`src/rtl/seq_pattern_tx.sv`:
```
// Serial pattern transmitter: shifts a latched pattern out MSB-first for a
// programmed number of repetitions, with an optional idle gap between them.
module seq_pattern_tx #(
   parameter int unsigned PAT_W = 4,
   parameter int unsigned CNT_W = 8,
   parameter int unsigned GAP_W = 4
) (
   input  logic             clk,
   input  logic             rst,
   input  logic             start_valid,
   output logic             start_ready,
   input  logic [PAT_W-1:0] pattern,
   input  logic [CNT_W-1:0] reps,
   input  logic [GAP_W-1:0] gap,
   output logic             x,
   output logic             x_valid,
   output logic             sof,
   output logic             busy,
   output logic             done
);

   localparam int unsigned IDX_W = (PAT_W > 1) ? $clog2(PAT_W) : 1;
   localparam logic [IDX_W-1:0] IDX_TOP = IDX_W'(PAT_W - 1);

   typedef enum logic [1:0] {
      S_IDLE,
      S_SEND,
      S_GAP,
      S_DONE
   } state_t;

   state_t             state_q, state_d;
   logic [IDX_W-1:0]   idx_q, idx_d;
   logic [PAT_W-1:0]   pat_q, pat_d;
   logic [CNT_W-1:0]   reps_q, reps_d;
   logic [GAP_W-1:0]   gap_q, gap_d;
   logic [GAP_W-1:0]   gcnt_q, gcnt_d;
   logic               x_d, x_valid_d, sof_d, busy_d, done_d;

   // Ready is a pure decode of the current state
   assign start_ready = (state_q == S_IDLE);

   // Next-state, counters and latched transfer parameters
   always_comb begin
      state_d = state_q;
      idx_d   = idx_q;
      pat_d   = pat_q;
      reps_d  = reps_q;
      gap_d   = gap_q;
      gcnt_d  = gcnt_q;
      case (state_q)
         S_IDLE: begin
            if (start_valid) begin
               pat_d   = pattern;
               reps_d  = reps;
               gap_d   = gap;
               idx_d   = IDX_TOP;
               state_d = (reps == '0) ? S_DONE : S_SEND;
            end
         end
         S_SEND: begin
            if (idx_q == '0) begin
               if (reps_q == CNT_W'(1)) begin
                  state_d = S_DONE;
               end else begin
                  reps_d = reps_q - CNT_W'(1);
                  idx_d  = IDX_TOP;
                  if (gap_q != '0) begin
                     state_d = S_GAP;
                     gcnt_d  = gap_q;
                  end
               end
            end else begin
               idx_d = idx_q - IDX_W'(1);
            end
         end
         S_GAP: begin
            if (gcnt_q == GAP_W'(1)) begin
               state_d = S_SEND;
            end else begin
               gcnt_d = gcnt_q - GAP_W'(1);
            end
         end
         S_DONE: begin
            state_d = S_IDLE;
         end
         default: begin
            state_d = S_IDLE;
         end
      endcase
   end

   // Output values for the upcoming state, registered below so they are glitch-free
   always_comb begin
      x_d       = 1'b0;
      x_valid_d = 1'b0;
      sof_d     = 1'b0;
      busy_d    = 1'b0;
      done_d    = 1'b0;
      case (state_d)
         S_SEND: begin
            x_d       = pat_d[idx_d];
            x_valid_d = 1'b1;
            sof_d     = (idx_d == IDX_TOP);
            busy_d    = 1'b1;
         end
         S_GAP: begin
            busy_d = 1'b1;
         end
         S_DONE: begin
            busy_d = 1'b1;
            done_d = 1'b1;
         end
         default: begin
            busy_d = 1'b0;
         end
      endcase
   end

   // State, counters and output registers; reset aborts any transfer
   always_ff @(posedge clk) begin
      if (rst) begin
         state_q <= S_IDLE;
         idx_q   <= '0;
         pat_q   <= '0;
         reps_q  <= '0;
         gap_q   <= '0;
         gcnt_q  <= '0;
         x       <= 1'b0;
         x_valid <= 1'b0;
         sof     <= 1'b0;
         busy    <= 1'b0;
         done    <= 1'b0;
      end else begin
         state_q <= state_d;
         idx_q   <= idx_d;
         pat_q   <= pat_d;
         reps_q  <= reps_d;
         gap_q   <= gap_d;
         gcnt_q  <= gcnt_d;
         x       <= x_d;
         x_valid <= x_valid_d;
         sof     <= sof_d;
         busy    <= busy_d;
         done    <= done_d;
      end
   end

endmodule

```
`config.mk`:
```
export PLATFORM = sky130hd
export DESIGN_NAME = seq_pattern_tx
export DESIGN_NICKNAME = d
export VERILOG_FILES = /design/src/rtl/seq_pattern_tx.sv
export SDC_FILE = /design/constraint.sdc
export NUM_CORES = 1
export LEC_CHECK = 0
export CAP_MARGIN = 0
export CORE_ASPECT_RATIO = 0.6
export CORE_MARGIN = 3
export CORE_UTILIZATION = 47
export DETAILED_ROUTE_END_ITERATION = 8
export HOLD_SLACK_MARGIN = 0.03
export PLACE_DENSITY = 0.82
export SYNTH_ARGS = -nofsm -noshare
export SYNTH_HDL_FRONTEND = slang
export SYNTH_SLANG_ARGS = --single-unit
```
`constraint.sdc`:
```
create_clock -name clk -period 1.69 [get_ports clk]
set_clock_uncertainty 0.05 [all_clocks]
set_input_delay 0.338 -clock clk [delete_from_list [all_inputs] [get_ports clk]]
set_output_delay 0.338 -clock clk [all_outputs]
set_load 0.02 [all_outputs]
```
After elaboration in Yosys (flattened, before gate mapping). Index checks and enable logic that the tools add are counted.

Add/subtract/negate cells: 3. $lt $le $gt $ge: 1. Equal/unequal tests: 14. Multiplexer cells: 27. Bitwise gates (word level): 1. Reduce and logical (&&, ||, !) cells: 11.

Operator list (number): $mux 4 (6); $mux 8 (3); $mux 2 (9); $pmux 8 s2 (1); $eq 2x2->1 const B (5); $ne 2x2->1 const B (5); $eq 8x1->1 const B (1); $logic_not 8->1 (1); $pmux 2 s4 (1); $pmux 4 s2 (1); $sub 8x1->8 const B (1); $reduce_and 5->1 (1); $eq 2x1->1 const B (2); $eq 4x1->1 const B (1); $logic_not 2->1 (2); $mux 1 (4); $pmux 2 s2 (1); $reduce_and 4->1 (1); $reduce_bool 2->1 (2); $reduce_bool 4->1 (1); $sub 4x1->4 const B (1); $lt 2x3->1 const B (1); $reduce_or 3->1 (1); $bmux 1 s2 (1); 4 further kinds (4).

Register bits: 29. Bits of input ports: 19. Logic and storage cells: 68.

Logic depth before layout (Yosys ltp).
Word-level depth: 8. Gate-level depth with buffers: 8.

Worst setup path before layout. No wires, ideal clock.

Kind: register -> register. From: reg reps_q[1]. To: reg x. Library setup time: 0.143 ns. Arrival time: 1.575 ns. Data required time: 1.497 ns. Path slack: -0.078 ns. Stages on the path, launching flop included: 8. Path buffers: 0. Clock period less this slack: 1.768 ns. Cell sequence: dfxtp_1 -> inv_1 -> ha_1 -> or4b_2 -> o21ai_0 -> a211oi_1 -> o21ai_0 -> a211oi_1.

Word-level cells in the longest chain between the ends: 7. Elaborated cells on any way between the ends: 12. Classes of those cells: eq/ne (2); mux (8); bitwise (1); reduce/logical (1).

Ends and longest elaborated chain: from (decl) (RTL line 35) `logic [CNT_W-1:0] reps_q, reps_d;`; from (signal assigned) (RTL line 138) `reps_q <= reps_d;`; $eq 8x1->1 * (RTL line 63) `if (reps_q == CNT_W'(1)) begin`; $mux 2 (RTL line 63); $mux 2 (RTL line 62) `if (idx_q == '0) begin`; $pmux 2 s4 (RTL line 51) `case (state_q)`; $eq 2x1->1 (RTL line 100) `case (state_d)`; $not 1->1 (no line); $reduce_or 2->1 (no line); to (signal assigned) (RTL line 129) `x <= 1'b0;`; to (signal assigned) (RTL line 141) `x <= x_d;`; to (decl) (RTL line 15) `output logic x,`.

Mark *: on every way between the ends. The rest lies on a longest branch, timed or not. The select of a mux whose other input is x is not followed. A chain may end at the register's enable or synchronous reset.

Final worst setup path.
From: reg idx_q[0]. To: reg reps_q[5].

Word-level cells in the longest chain between the ends: 3.

Ends and longest elaborated chain: from (decl) (RTL line 33) `logic [IDX_W-1:0] idx_q, idx_d;`; from (signal assigned) (RTL line 136) `idx_q <= idx_d;`; $logic_not 2->1 (RTL line 62); $ne 2x2->1 (no line); $reduce_and 4->1 (no line).

No other way between the ends.

==> results.json <==
{
  "crit_path_start": "idx_q[0]",
  "drv_slew": 0,
  "ios": 25,
  "ys_types": 43,
  "required_ns": 1.82,
  "period_minus_slack_ns": 1.81,
  "final_util_pct": 82.7,
  "swShare_pct": 35.3,
  "drcViolationCount": 0,
  "synth_top_area_cell": "dfxtp_1",
  "synth_ff_type": "dfxtp_1",
  "wl_per_cell_um": 18.4,
  "worstPathArrival_ns": 1.95,
  "worst_r2r_path_depth": 5,
  "hpwl_mm": 3.05,
  "io_buffers": 24,
  "multi_input_area_um2": 1020,
  "synth_edf_count": 0,
  "grt_max_degree": 25,
  "path_class": "flop to flop",
  "synthXorXnorAreaFrac_pct": 0,
  "syn_to_final_growth_pct": 63.9,
  "antenna_found_initial": 0,
  "rows": 15,
  "cts_buffers": 5,
  "netlist_top_cells_count": "dfxtp_1 (29), nand2_1 (28), a21oi_1 (21), nor2_1 (21), o21ai_0 (12)",
  "end_kind": "flop",
  "overflow": 0,
  "vias_per_cell": 6.05,
  "synth.area.top_cells": "dfxtp_1 (39%), a21oi_1 (7.1%), nand2_1 (7.1%)",
  "layout-drive-gt1-share_pct": 36.6,
  "p_leak_uw": 0.000987,
  "fin_crit_sh_pct": 107,
  "track_usage_pct": 27.9,
  "rsz0062_at_grt": "yes",
  "slew_headroom_pct": 73.8,
  "synth-seq-cells": 29,
  "async_flop_share_pct": 0,
  "power.density_nw_per_um2": 1270,
  "p_switching_uw": 1090,
  "r2r-start": "idx_q[0]",
  "synth_cells": 192,
  "drt_iter0_markers": 245,
  "synth_top_family_by_area": "simple AND/OR/NAND/NOR gates",
  "netlist.area_leader.share_pct": 39.1,
  "tightestPinTransition_ns": 0.392,
  "synth_compound_area_share_pct": 22.4,
  "violations": "setup timing",
  "register_area_um2": 587,
  "synthAdderAreaFrac_pct": 3.37,
  "gp_congestion": 0.939,
  "clockPowerShare_pct": 27.9,
  "dieWidth_um": 78.6,
  "yosysMostFrequentCell": "dfxtp_1",
  "fin_total_pwr_uw": 3090,
  "start_kind": "flop",
  "r2r-end": "reps_q[5]",
  "holdWs_ns": 0.402,
  "ys_warn_count": 0,
  "syn_nets": 215,
  "setup_viol": 14,
  "clock_sinks": 29,
  "synth-simple-area-share_pct": 29.1,
  "vias": 1856,
  "num-nets-final": 287,
  "p_int_uw": 2000,
  "muxShareOfSynthArea_pct": 1.35,
  "fillCellCount": 164,
  "cts_tree": "done",
  "syn_area_um2": 1490,
  "ctsHoldBuffers": 0,
  "avgSynthCellArea_um2": 7.74,
  "clkTransAtPathRegs_ns": 0.06,
  "first_pass_iters": 5,
  "grt_pass1_wl_mm": 8.42,
  "hp-start": "pat_q[2]",
  "finalHoldViolCount": 0,
  "sequentialPowerShare_pct": 28.5,
  "clk_latency_ns": 0.28,
  "cts_buffer_depth": 2,
  "yosysSeqAreaShare_pct": 39.1,
  "critical_path_peak_fanout": 5,
  "fmax_ghz": 0.552,
  "coreArea_um2": 2950,
  "min_path_type": "flop to flop",
  "r2r_slack_ns": -0.12,
  "holdPathStages": 2,
  "htree_num_levels": 2,
  "hold_end": "pat_q[2]",
  "cap_violations": 0,
  "grt_pass1_vias": 1748,
  "start_util_pct": 50.4,
  "dieArea_um2": 3900,
  "tns_ns": -0.849,
  "vdd.ir_drop.worst_uv": 753,
  "antenna_left": 0,
  "ctsRootBufferMaster": "clkbuf_8",
  "antenna_cells": 0,
  "comb_power_share_pct": 43.6,
  "die_h_um": 49.6,
  "finalWorstSetupSlack_ns": -0.121,
  "wl_mm": 5.65,
  "status": "finished with violations"
}
## how the worst max path moves through the flow
stage | endpoint | cells past startpoint | slack (ns)
global placement | x | 7 | -0.26
floorplan | reps_q[5] | 6 | 0.01
global route | reps_q[7] | 6 | -0.15
detailed placement | reps_q[1] | 7 | -0.36
CTS | reps_q[7] | 6 | -0.04
finish | reps_q[5] | 5 | -0.12
## routing by layer
metal | track usage [%] | vias to the layer above | part of all wire (%)
li1 | - | 831 | -
met1 | 36.9 | 844 | 40
met2 | 45.1 | 148 | 44
met3 | 7.48 | 33 | 13
met4 | 6.98 | 0 | 3.3
met5 | 0 | - | 0
## worst max-delay path: stages, from the launching register on
cell      delay [ns]
dfxtp_2         0.33
or4b_4          0.55
a31oi_4         0.24
or2_4           0.22
o21ai_2         0.07
a221oi_2        0.26
## final cells by class
class	instances	area share, %
Multi-Input combinational cell	148	42.0
Tap cell	42	2.16
Inverter	8	1.23
Timing Repair Buffer	72	25.0
Sequential cell	29	24.1
Clock inverter	3	2.67
Clock buffer	5	2.82
## cells by family after synthesis
logic type,count (synthesis)
adder cells (fa/ha/maj),4
buffers and inverters,16
multiplexers,2
flip-flops,29
AO/OA/AOI/OAI,54
AND/OR/NAND/NOR,87
## power by group through the flow
stage,clock network (uW),logic [uW],registers [uW]
after detailed placement,0,1010,864
after CTS,865,1140,860
after global placement,0,990,862
after global routing,910,1430,887
after floorplan,0,517,896
final,861,1340,879
## sequential cells by signal, indices dropped and copies added, names as in the netlist
name,count
x_valid,1
gcnt_q,4
busy,1
gap_q,4
state_q,2
reps_q,8
done,1
sof,1
idx_q,2
pat_q,4
x,1
## per-stage QoR
step | worst slack (ns) | instances | area (um2)
final | -0.121 | 307 | 2440
after global routing | -0.151 | 307 | 2440
after CTS | -0.0424 | 303 | 2330
after detailed placement | -0.361 | 292 | 2070
after global placement | -0.263 | 292 | 2070
after floorplan | 0.0149 | 192 | 1510
## what timing repair did
action                     in CTS  in global routing
setup buffers                   3                  3
hold endpoints to repair        0                  0
pin swaps                       7                 10
cloned                          0                  1
gates resized for setup        23                 22
setup endpoints to repair      20                 20
## placed cells by master, fill, tap and decap left out, types with 3 or more instances in the layout
cell type	instances
a31oi_4	3
nor2_1	17
nor2_4	3
o21ai_2	3
ha_1	3
nor3b_2	3
clkbuf_8	5
buf_4	45
nand3_1	4
o21ai_0	8
dfxtp_1	24
nor4_1	3
inv_1	6
a31oi_1	3
buf_6	3
nor3_1	6
clkdlybuf4s50_1	22
dfxtp_2	5
a21oi_1	20
nand2_1	28
a211oi_2	4
(Power assumes the default switching activity.)
